`src/rtl/pwm_pkg.sv`:
```
// Shared types and constants for the 3-phase PWM configuration sequencer and the PWM core.
package pwm_pkg;

    typedef enum logic [1:0] {
        DISABLED = 2'd0,
        ARMING   = 2'd1,
        RUNNING  = 2'd2,
        FAULT    = 2'd3
    } state_e;

    localparam logic [2:0] ADDR_LIM  = 3'd0;
    localparam logic [2:0] ADDR_MAT0 = 3'd1;
    localparam logic [2:0] ADDR_DT0  = 3'd4;
    localparam logic [2:0] ADDR_CTRL = 3'd7;

    localparam int NUM_PH = 3;

    // Power-on values also used by the PWM core so both sides agree out of reset
    localparam int unsigned LIM_RST_DEF = 3;
    localparam int unsigned MAT_RST_DEF = 2;
    localparam int unsigned DT_RST_DEF  = 'h3FF;

endpackage

```
`src/rtl/pwm_wdog.sv`:
```
// Saturating period watchdog: counts enabled cycles since the last clear, flags the cycle it reaches CYCLES.
module pwm_wdog #(
    parameter int unsigned CYCLES = 4096
) (
    input  logic clk,
    input  logic rst,
    input  logic en_i,
    input  logic clr_i,
    output logic timeout_o
);

    localparam int CW = $clog2(CYCLES + 1);
    localparam logic [CW-1:0] CNT_MAX = CW'(CYCLES);

    logic [CW-1:0] cnt_q, cnt_d;

    always_comb begin
        cnt_d = cnt_q;
        if (!en_i || clr_i) begin
            cnt_d = '0;
        end else if (cnt_q != CNT_MAX) begin
            cnt_d = cnt_q + 1'b1;
        end
    end

    always_ff @(posedge clk) begin
        if (rst) begin
            cnt_q <= '0;
        end else begin
            cnt_q <= cnt_d;
        end
    end

    // Fires on the increment that reaches CYCLES, so the state change lands exactly CYCLES edges after the clear
    assign timeout_o = en_i && !clr_i && (cnt_q >= CNT_MAX - 1'b1);

endmodule

```
`src/rtl/pwm_cfg_sequencer.sv`:
```
// Staging/commit of PWM limit, match and deadtime values plus output-enable sequencing and fault latching.
module pwm_cfg_sequencer
    import pwm_pkg::*;
#(
    parameter int unsigned    CNT_W       = 32,
    parameter int unsigned    DT_W        = 10,
    parameter int unsigned    WDOG_CYCLES = 4096,
    parameter logic [CNT_W-1:0] LIM_RST   = CNT_W'(LIM_RST_DEF),
    parameter logic [CNT_W-1:0] MAT_RST   = CNT_W'(MAT_RST_DEF),
    parameter logic [DT_W-1:0]  DT_RST    = DT_W'(DT_RST_DEF)
) (
    input  logic                    clk,
    input  logic                    rst,
    input  logic                    wr_en,
    input  logic [2:0]              wr_addr,
    input  logic [CNT_W-1:0]        wr_data,
    input  logic                    commit_req,
    input  logic                    period_start,
    input  logic                    fault_in,
    input  logic                    fault_clr,
    output logic [CNT_W-1:0]        lim_out,
    output logic [NUM_PH*CNT_W-1:0] mat_out,
    output logic [NUM_PH*DT_W-1:0]  dt_out,
    output logic                    dten_out,
    output logic                    out_en,
    output logic                    commit_pending,
    output logic                    commit_done,
    output logic                    cfg_err,
    output logic                    wr_err,
    output logic [1:0]              state
);

    logic [CNT_W-1:0]  lim_stg_q, lim_act_q;
    logic [NUM_PH-1:0] mat_ok;
    logic              run_req_q, dten_req_q, dten_hold_q;
    logic              pending_q, done_q, cfg_err_q, wr_err_q;
    logic              arm_seen_q, arm_seen_d;
    logic              fault_exit;
    logic              wdog_to;
    state_e            state_q, state_d;

    logic cfg_wr, stg_wr_ok, ctrl_wr, commit_take, stg_valid, xfer;

    assign cfg_wr      = wr_en && (wr_addr != ADDR_CTRL);
    assign stg_wr_ok   = cfg_wr && !pending_q;
    assign ctrl_wr     = wr_en && (wr_addr == ADDR_CTRL);
    assign commit_take = commit_req && !pending_q && (state_q != FAULT);
    assign stg_valid   = (lim_stg_q != '0) && (&mat_ok);
    assign xfer        = pending_q && period_start;

    always_ff @(posedge clk) begin
        if (rst) begin
            lim_stg_q <= LIM_RST;
            lim_act_q <= LIM_RST;
        end else begin
            if (stg_wr_ok && wr_addr == ADDR_LIM) lim_stg_q <= wr_data;
            if (xfer) lim_act_q <= lim_stg_q;
        end
    end

    genvar gi;
    generate
        for (gi = 0; gi < NUM_PH; gi++) begin : g_ph
            localparam logic [2:0] A_MAT = ADDR_MAT0 + 3'(gi);
            localparam logic [2:0] A_DT  = ADDR_DT0 + 3'(gi);
            logic [CNT_W-1:0] mat_stg_q, mat_act_q;
            logic [DT_W-1:0]  dt_stg_q, dt_act_q;

            always_ff @(posedge clk) begin
                if (rst) begin
                    mat_stg_q <= MAT_RST;
                    mat_act_q <= MAT_RST;
                    dt_stg_q  <= DT_RST;
                    dt_act_q  <= DT_RST;
                end else begin
                    if (stg_wr_ok && wr_addr == A_MAT) mat_stg_q <= wr_data;
                    if (stg_wr_ok && wr_addr == A_DT)  dt_stg_q  <= wr_data[DT_W-1:0];
                    if (xfer) begin
                        mat_act_q <= mat_stg_q;
                        dt_act_q  <= dt_stg_q;
                    end
                end
            end

            assign mat_ok[gi]                    = (mat_stg_q <= lim_stg_q);
            assign mat_out[gi*CNT_W +: CNT_W]    = mat_act_q;
            assign dt_out[gi*DT_W +: DT_W]       = dt_act_q;
        end
    endgenerate

    pwm_wdog #(.CYCLES(WDOG_CYCLES)) u_wdog (
        .clk       (clk),
        .rst       (rst),
        .en_i      ((state_q == ARMING) || (state_q == RUNNING)),
        .clr_i     (period_start),
        .timeout_o (wdog_to)
    );

    always_comb begin
        state_d    = state_q;
        arm_seen_d = arm_seen_q;
        fault_exit = 1'b0;
        if (state_q != FAULT && (fault_in || wdog_to)) begin
            state_d    = FAULT;
            arm_seen_d = 1'b0;
        end else begin
            case (state_q)
                DISABLED: begin
                    arm_seen_d = 1'b0;
                    if (run_req_q) state_d = ARMING;
                end
                ARMING: begin
                    if (!run_req_q) begin
                        state_d    = DISABLED;
                        arm_seen_d = 1'b0;
                    end else if (period_start) begin
                        // First pulse starts a period on the active values; second closes it
                        if (arm_seen_q) begin
                            state_d    = RUNNING;
                            arm_seen_d = 1'b0;
                        end else begin
                            arm_seen_d = 1'b1;
                        end
                    end
                end
                RUNNING: begin
                    if (!run_req_q && period_start) state_d = DISABLED;
                end
                FAULT: begin
                    if (fault_clr && !fault_in) begin
                        state_d    = DISABLED;
                        fault_exit = 1'b1;
                    end
                end
                default: state_d = FAULT;
            endcase
        end
    end

    always_ff @(posedge clk) begin
        if (rst) begin
            state_q     <= DISABLED;
            arm_seen_q  <= 1'b0;
            run_req_q   <= 1'b0;
            dten_req_q  <= 1'b0;
            dten_hold_q <= 1'b0;
            pending_q   <= 1'b0;
            done_q      <= 1'b0;
            cfg_err_q   <= 1'b0;
            wr_err_q    <= 1'b0;
        end else begin
            state_q    <= state_d;
            arm_seen_q <= arm_seen_d;
            wr_err_q   <= cfg_wr && pending_q;
            done_q     <= xfer;
            if (xfer) begin
                pending_q <= 1'b0;
            end else if (commit_take) begin
                pending_q <= stg_valid;
                cfg_err_q <= !stg_valid;
            end
            if (fault_exit) begin
                run_req_q <= 1'b0;
            end else if (ctrl_wr) begin
                run_req_q <= wr_data[0];
            end
            if (ctrl_wr) dten_req_q <= wr_data[1];
            if (state_q == DISABLED) dten_hold_q <= dten_req_q;
        end
    end

    assign lim_out        = lim_act_q;
    assign out_en         = (state_q == RUNNING);
    assign dten_out       = (state_q == DISABLED) ? dten_req_q :
                            (state_q == FAULT)    ? 1'b0 : dten_hold_q;
    assign commit_pending = pending_q;
    assign commit_done    = done_q;
    assign cfg_err        = cfg_err_q;
    assign wr_err         = wr_err_q;
    assign state          = state_q;

endmodule

```
`config.mk`:
```
export PLATFORM = sky130hd
export DESIGN_NAME = pwm_cfg_sequencer
export DESIGN_NICKNAME = d
export VERILOG_FILES = /design/src/rtl/pwm_pkg.sv /design/src/rtl/pwm_wdog.sv /design/src/rtl/pwm_cfg_sequencer.sv
export SDC_FILE = /design/constraint.sdc
export NUM_CORES = 1
export LEC_CHECK = 0
export CORE_ASPECT_RATIO = 1.4
export CORE_MARGIN = 5
export CORE_UTILIZATION = 54
export CTS_CLUSTER_SIZE = 12
export DETAILED_ROUTE_END_ITERATION = 6
export GPL_ROUTABILITY_DRIVEN = 1
export PLACE_DENSITY = 0.78
export SLEW_MARGIN = 10
export SYNTH_ARGS = -nofsm -noshare
export SYNTH_HDL_FRONTEND = slang
export SYNTH_HIERARCHICAL = 1
export SYNTH_SLANG_ARGS = --single-unit
```
`constraint.sdc`:
```
create_clock -name clk -period 2.4 [get_ports clk]
set_input_delay 0.48 -clock clk [delete_from_list [all_inputs] [get_ports clk]]
set_output_delay 0.48 -clock clk [all_outputs]
set_load 0.03 [all_outputs]
```
==> results of run 1 <==
worst max-delay path, delay by kind of cell (launching register included):
family,cells,cell delay [ps]
buffers and inverters,2,770
flip-flops,1,340
adder cells (fa/ha/maj),1,210
area by class of cell:
| cell class | instances | area [um^2] | area share (%) |
|---|---|---|---|
| clock buffer | 43 | 948.4 | 5.540 |
| clock inverter | 1 | 5.005 | 0.02924 |
| inverter | 46 | 172.7 | 1.009 |
| multi-input combinational | 1019 | 6372 | 37.22 |
| sequential | 339 | 6789 | 39.66 |
| tap | 315 | 394.1 | 2.302 |
| timing repair buffer | 243 | 2437 | 14.24 |
power breakdown:
| group | internal, mW | switching, mW | leakage (nW) |
|---|---|---|---|
| clock | 2.74 | 2.04 | 0.467 |
| sequential | 5.74 | 0.0977 | 2.74 |
| combinational | 0.507 | 0.862 | 3.26 |
| total | 8.99 | 3.00 | 6.46 |
flip-flops by register name (all words and copies together), names as in the netlist:
register / cells
commit_done: 1
u_wdog/cnt_q: 13
arm_seen_q: 1
cfg_err: 1
run_req_q: 1
state: 2
wr_err: 1
dten_hold_q: 1
dten_req_q: 1
g_ph.dt_act_q: 30
g_ph.mat_act_q: 96
g_ph.dt_stg_q: 30
commit_pending: 1
lim_stg_q: 32
g_ph.mat_stg_q: 96
lim_out: 32
logic make-up after synthesis:
logic type	after synthesis	share of synthesized area (%)
AO/OA/AOI/OAI	386	18.72
flip-flops	339	49.92
AND/OR/NAND/NOR	502	16.11
XOR/XNOR	2	0.1289
adder cells (fa/ha/maj)	102	9.387
multiplexers	27	1.988
buffers and inverters	131	3.746
what timing repair did:
item,in CTS,in global routing
pin swaps,0,1
cloned,0,0
setup endpoints to repair,3,3
resized for setup,7,8
worst paths after layout:
check,startpoint,end,slack (ps),cells past startpoint
worst max register to register,lim_stg_q[15],cfg_err,140,8
worst min-delay path,rst,state[0],260,2
worst min register to register,g_ph[1].mat_act_q[0],g_ph[1].mat_act_q[0],450,2
worst max-delay path,state[0],out_en,100,3
layer usage:
metal / global-route usage, % / vias up / wire (um)
li1: - / 5631 / -
met1: 32.18 / 5605 / 15250
met2: 45.86 / 465 / 19600
met3: 4.566 / 123 / 2536
met4: 13.08 / 0 / 1925
met5: 0 / - / 0
per-stage QoR:
| step | TNS (ps) | area (um^2) |
|---|---|---|
| after floorplan | 0 | 13600 |
| after global routing | 0 | 17120 |
| after detailed placement | 0 | 16130 |
| after CTS | 0 | 17090 |
| after global placement | -6.275 | 16130 |
| final | 0 | 17120 |
placed cells by master (no fill, tap or decap), drive strengths merged, types with 38 or more instances in the layout:
master,count
clkbuf,43
a21oi,170
inv,45
o21ai,47
nand2,365
clkdlybuf4s50,205
a22o,90
dfxtp,339
buf,38
ha,102
==> Flow_metrics.wiki, run 1 <==
{| class="wikitable"
! Metric !! Value
|-
| Buffer cell driving the clock tree root || sky130_fd_sc_hd__clkbuf_16
|-
| Net count after synthesis || 1633
|-
| VDD IR-drop max || roughly 0.63 mV
|-
| Critical path start-end classification || reg -> out
|-
| Post-place setup slack || between 20 and 25 ps
|-
| Clock latency at the later pin of the worst-skew pair || roughly 500 ps
|-
| Post-route core utilization || ~69%
|-
| Count of input and output buffers || 207
|-
| Area contributors post-synth || sky130_fd_sc_hd__dfxtp_1, sky130_fd_sc_hd__nand2_1, sky130_fd_sc_hd__ha_1, sky130_fd_sc_hd__a21oi_1, sky130_fd_sc_hd__a22o_1
|-
| Ys Warns || 6
|-
| Actual slew at the worst max-slew pin || 883.0 ps
|-
| Run status || finished clean
|-
| Initial DRT Pass Iterations || 5
|-
| Layout Area Growth over Synthesis || 25.92%
|-
| PnR Total Power || about 12 mW
|-
| Share of layout cells above drive strength 1 || under 10%
|-
| Clock Tree Buf Depth || 3
|-
| Library cell occupying the most area in the post-synthesis netlist || sky130_fd_sc_hd__dfxtp_1
|-
| Fmax || 435.0 MHz
|-
| Area share of the largest cell type after synthesis || 49.92%
|-
| List of cells traversed by the critical path || inv_1 -> ha_1 -> clkdlybuf4s50_1
|-
| Diode count || 0
|-
| Post-route worst hold slack || around 260 ps
|-
| Worst-path clk slew || roughly 60 ps
|-
| Master of the slowest instance on the critical path || sky130_fd_sc_hd__clkdlybuf4s50_1
|-
| RSZ-0062 raised after global routing || no
|-
| Final critical-path share of the clock period || a little over nine tenths
|-
| # hold bufs at CTS || 0
|-
| Post-detailed-route wirelength per cell || between 15 and 20 um
|-
| Total power density per cell area || around 700 mW/mm^2
|-
| Leakage power figure || 6.465 nW
|-
| Number of antenna violations at the first check in global routing || 0
|-
| Critical path startpoint category || register
|-
| Post-synthesis instance area || roughly 0.014 mm^2
|-
| Tightest slew margin relative to the limit || roughly 40%
|-
| Synth unique cells || 58
|-
| Residual DRC count || 0
|-
| Maximum number of pins on one net before global-route repair || between 90 and 100
|-
| TritonCTS clock tree || built
|-
| Final hold vios || 0
|-
| Final ANT Viol Nets || 0
|-
| Slowest stage delay, CP || 690 ps
|-
| Instance count after placement with tap cells included || 1962
|-
| Data arrival time of the critical path || between 1500 and 2000 ps
|-
| CP Data Required Time || about 1900 ps
|-
| Placed wire-length estimate after detailed placement || 27.62 mm
|-
| Clock sink total || 339
|-
| Total routing usage reported by global routing || 26.75%
|-
| Max-capacitance violation count || 0
|-
| Routed vias || about 12k
|-
| DRC marker count from the first detailed-route iteration || around 860
|-
| Sum of routed wire length over all layers || ~39 mm
|-
| Core outline area || roughly 0.025 mm^2
|-
| Final-layout fill cell count || around 2k
|-
| Register bit total from synthesis || 339
|-
| Syn_area_per_cell || between 9 and 10 um^2
|-
| Number of rows created at floorplan || 68
|-
| Count of endpoints failing setup in the final report || 0
|-
| Vias per std cell || approximately 5.9
|-
| Final critical path time including I/O delays and setup || around 2300 ps
|-
| Number of nets at the end of the flow || roughly 1.8k
|-
| Worst hold-check path type || in -> reg
|-
| Most instantiated cells after synthesis || sky130_fd_sc_hd__nand2_1, sky130_fd_sc_hd__dfxtp_1, sky130_fd_sc_hd__a21oi_1
|-
| Ports placed on the boundary || 208
|-
| Initial Utilization || a little over half
|-
| Remaining global-route overflow || 0
|-
| Total die area || 0.02850 mm^2
|-
| Cell with the most instances after synthesis || sky130_fd_sc_hd__nand2_1
|-
| Routability-driven placement congestion ratio || between 0.8 and 0.9
|-
| Number of buffers inserted to repair setup after CTS || 0
|-
| Count of flip-flops with a built-in enable after synthesis || 0
|-
| Chip Height || just under 200 um
|-
| Seq/Total Area, Yosys || 49.92%
|-
| Vias in the first global route || between 10k and 15k
|-
| Largest fanout on the critical path || 5
|-
| Post-Layout Cell Count || ~2k
|-
| Wire length of the first global-routing pass || between 60 and 70 mm
|-
| Number of buffers added by the clock tree synthesis step || 34
|-
| Setup skew after layout || about 11 ps
|-
| Setup slack of the critical path after layout || slightly above 100 ps
|-
| Crit. End Element || output port
|-
| Count of mapped cells out of synthesis || between 1k and 1.5k
|-
| Number of levels in the clock H-tree || 2
|-
| Final number of max-transition violations || 0
|-
| Most common flop cell mapped by yosys || sky130_fd_sc_hd__dfxtp_1
|-
| Share of synthesized registers carrying an async set or reset || 0%
|-
| Width of the die || ~140 um
|}
No activity file was read; power rests on OpenSTA's default activity.
==> inputs of run 2 (changes only) <==
CORE_MARGIN = unset   (was 5)
==> run 2 against run 1 <==
  * Clock skew rose by 7.0 ps
  * Non-clock buffer count up 5
  * Die area down 9.4%
  * Hold slack better by 8.4 ps
  * Clock power grew 4%
  * Utilization is 0.55 points higher
  * Register-to-register slack worse by 80 ps
  * Final cell count is 0.50% higher
  * Setup slack worse by 43 ps
  * Largest power group unchanged
==> Flow_metrics.wiki, run 2 (synthesis results as in run 1) <==
{| class="wikitable"
! Metric !! Value
|-
| Run status || finished clean (unchanged)
|-
| Clock latency at the later pin of the worst-skew pair || 520 ps (was 500 ps)
|-
| Final ANT Viol Nets || 0 (unchanged)
|-
| TritonCTS clock tree || built (unchanged)
|-
| VDD IR-drop max || 0.5870 mV (was 0.6289 mV)
|-
| RSZ-0062 raised after global routing || yes (was no)
|-
| DRC marker count from the first detailed-route iteration || 837 (was 857)
|-
| PnR Total Power || 12.22 mW (was 11.98 mW)
|-
| Number of nets at the end of the flow || 1833 (was 1827)
|-
| Area taken by multi-input logic gates || 0.006401 mm^2 (was 0.006372 mm^2)
|-
| Share of layout cells above drive strength 1 || 6.596% (was 5.855%)
|-
| Actual slew at the worst max-slew pin || 715.7 ps (was 883.0 ps)
|-
| Worst hold-check path type || in -> reg (unchanged)
|-
| Count of endpoints failing setup in the final report || 0 (unchanged)
|-
| Width of the die || 136.1 um (was 144.1 um)
|-
| Total die area || 0.02582 mm^2 (was 0.02850 mm^2)
|-
| Data arrival time of the critical path || 2750 ps (was 1820 ps)
|-
| Wire length of the first global-routing pass || 59.92 mm (was 60.99 mm)
|-
| Remaining global-route overflow || 0 (unchanged)
|-
| Count of input and output buffers || 207 (unchanged)
|-
| Setup skew after layout || 18.33 ps (was 11.28 ps)
|-
| Critical path startpoint category || register (unchanged)
|-
| Sum of routed wire length over all layers || 38.53 mm (was 39.32 mm)
|-
| Slowest stage delay, CP || 410 ps (was 690 ps)
|-
| Reg-to-reg setup timing slack || 60 ps (was 140 ps)
|-
| Core outline area || 0.02467 mm^2 (was 0.02476 mm^2)
|-
| List of cells traversed by the critical path || inv_1 -> ha_1 -> nand4_1 -> nor3_2 -> a221o_1 -> or3_1 -> a22oi_2 -> a311oi_1 (was inv_1 -> ha_1 -> clkdlybuf4s50_1)
|-
| Tightest slew margin relative to the limit || 52.28% (was 41.13%)
|-
| Worst-path clk slew || 60 ps (about the same)
|-
| Standard cell area after detailed placement || 0.01610 mm^2 (was 0.01613 mm^2)
|-
| Clock group share of total power || 40.8% (was 39.9%)
|-
| Placed wire-length estimate after detailed placement || 26.96 mm (was 27.62 mm)
|-
| Total routing usage reported by global routing || 29.50% (was 26.75%)
|-
| Final-layout fill cell count || 1952 (was 2000)
|-
| Max-capacitance violation count || 0 (unchanged)
|-
| Final cell area excluding filler cells || 0.01720 mm^2 (was 0.01712 mm^2)
|-
| Leading cell type in the layout, fill and taps excluded || sky130_fd_sc_hd__nand2_1 (unchanged)
|-
| Final critical path time including I/O delays and setup || 2342 ps (was 2299 ps)
|-
| Clock Tree Buf Depth || 3 (unchanged)
|-
| Vias in the first global route || 11.51k (was 11.49k)
|-
| Final critical-path share of the clock period || 97.58% (was 95.79%)
|-
| CP top delay family || simple AND/OR/NAND/NOR gates (was buffers and inverters)
|-
| Vias per std cell || 5.911 (was 5.894)
|-
| Routed vias || 11.92k (was 11.82k)
|-
| Leakage power figure || 6.520 nW (was 6.465 nW)
|-
| Buffer cell driving the clock tree root || sky130_fd_sc_hd__clkbuf_16 (unchanged)
|-
| Routability-driven placement congestion ratio || 0.9134 (was 0.8825)
|-
| Final hold vios || 0 (unchanged)
|-
| Crit. End Element || register (was output port)
|-
| Registers with the highest flip-flop counts || g_ph.mat_act_q x96, g_ph.mat_stg_q x96 (unchanged)
|-
| Setup slack of the critical path after layout || 58.04 ps (was 101.0 ps)
|-
| Chip Height || 189.7 um (was 197.7 um)
|-
| Post-route setup TNS || 0 ps (unchanged)
|-
| Total power density per cell area || 710.4 mW/mm^2 (was 699.9 mW/mm^2)
|-
| Post-place setup slack || 53.66 ps (was 20.13 ps)
|-
| Ports placed on the boundary || 208 (unchanged)
|-
| Initial DRT Pass Iterations || 7 (was 5)
|-
| Final number of max-transition violations || 0 (unchanged)
|-
| Area taken by flip-flops and latches || 0.006789 mm^2 (unchanged)
|-
| Largest fanout on the critical path || 4 (was 5)
|-
| Post-detailed-route wirelength per cell || 19.11 um (was 19.60 um)
|-
| Residual DRC count || 0 (unchanged)
|-
| Internal power summed over all cells || 9.127 mW (was 8.986 mW)
|-
| Master of the slowest instance on the critical path || sky130_fd_sc_hd__nor3_2 (was sky130_fd_sc_hd__clkdlybuf4s50_1)
|-
| Critical path start-end classification || reg -> reg (was reg -> out)
|-
| Share of power burned in combinational logic || 11.3% (was 11.4%)
|-
| CP bufs+invs || 1 (was 2)
|-
| Post-route worst hold slack || 273.3 ps (was 264.9 ps)
|-
| Number of buffers added by the clock tree synthesis step || 35 (was 34)
|-
| Initial Utilization || 55.10% (was 54.91%)
|-
| Layout Area Growth over Synthesis || 26.48% (was 25.92%)
|-
| Fmax || 427.0 MHz (was 435.0 MHz)
|-
| Number of rows created at floorplan || 68 (unchanged)
|-
| Maximum number of pins on one net before global-route repair || 93 (unchanged)
|-
| Part of the total power dissipated in sequential elements || 47.9% (was 48.7%)
|-
| CP Data Required Time || 2810 ps (was 1920 ps)
|-
| Switching power summed over all nets || 3.089 mW (was 2.995 mW)
|-
| Clock sink total || 339 (unchanged)
|-
| Number of levels in the clock H-tree || 2 (unchanged)
|-
| Number of antenna violations at the first check in global routing || 3 (was 0)
|-
| Most used cells in the layout excluding fill and tap cells || sky130_fd_sc_hd__nand2_1, sky130_fd_sc_hd__dfxtp_1, sky130_fd_sc_hd__clkdlybuf4s50_1, sky130_fd_sc_hd__a21oi_1, sky130_fd_sc_hd__ha_1 (unchanged)
|-
| Sw Ratio || 25.28% (was 25.00%)
|}
[run 2: cell types whose count changed in the layout (fill, tap and decap cells not counted), moves of 3 or more]
cell / before / now
sky130_fd_sc_hd__buf_4: 30 / 38
sky130_fd_sc_hd__buf_12: 8 / 4
sky130_fd_sc_hd__clkbuf_8: 0 / 4
sky130_fd_sc_hd__clkbuf_1: 6 / 3
sky130_fd_sc_hd__diode_2: 0 / 3
[run 2: worst paths after layout]
path                        start  depth (start not counted)                   end
min reg2reg  g_ph[0].mat_act_q[0]                          2  g_ph[0].mat_act_q[0]
max                 lim_stg_q[27]                          8               cfg_err
min                           rst                          2              state[0]
max reg2reg         lim_stg_q[27]                          8               cfg_err
[run 2: per-stage QoR]
stage	utilization, %	instances
floorplan	-	1489
detailed placement	65.25	1964
global route	69.69	2016
finish	69.69	2016
global placement	65.25	1964
CTS	69.33	2010
[run 2: what timing repair did]
action                     4_1_cts  5_1_grt
pin swaps                        0        3
setup buffers                    0        3
hold buffers                     0        0
resized for setup                4       14
setup endpoints to repair        1        5
[run 2: power by group through the flow]
stage                     combinational [mW]  sequential [mW]  clock (mW)
after detailed placement                1.30             5.97           0
after global routing                    1.49             5.86        5.26
after CTS                               1.31             5.84        5.04
after floorplan                        0.741             5.98           0
after global placement                  1.27             5.96           0
final                                   1.38             5.85        4.98
[run 2: area by class of cell]
class | count | share of cell area, %
Sequential cell | 339 | 39.48
Multi-Input combinational cell | 1019 | 37.23
Timing Repair Buffer | 248 | 14.10
Clock buffer | 44 | 5.770
Tap cell | 315 | 2.292
Inverter | 46 | 1.004
Clock inverter | 2 | 0.08004
Antenna cell | 3 | 0.04366
[run 2: worst reg2reg max path, delay by kind of cell, from the launching register on]
family	cells	cell delay [ps]
AND/OR/NAND/NOR	3	800
AO/OA/AOI/OAI	3	650
flip-flops	1	340
adder cells (fa/ha/maj)	1	340
buffers and inverters	1	110
[run 2: layer usage]
layer	share of wire, %	wire [um]	vias to the layer above	global-route usage, %
met3	5.7	2200	131	4.183
met1	38	14800	5671	33.20
met2	50	19420	468	52.58
met4	5.5	2104	0	16.62
met5	0	0	-	0
li1	-	-	5647	-
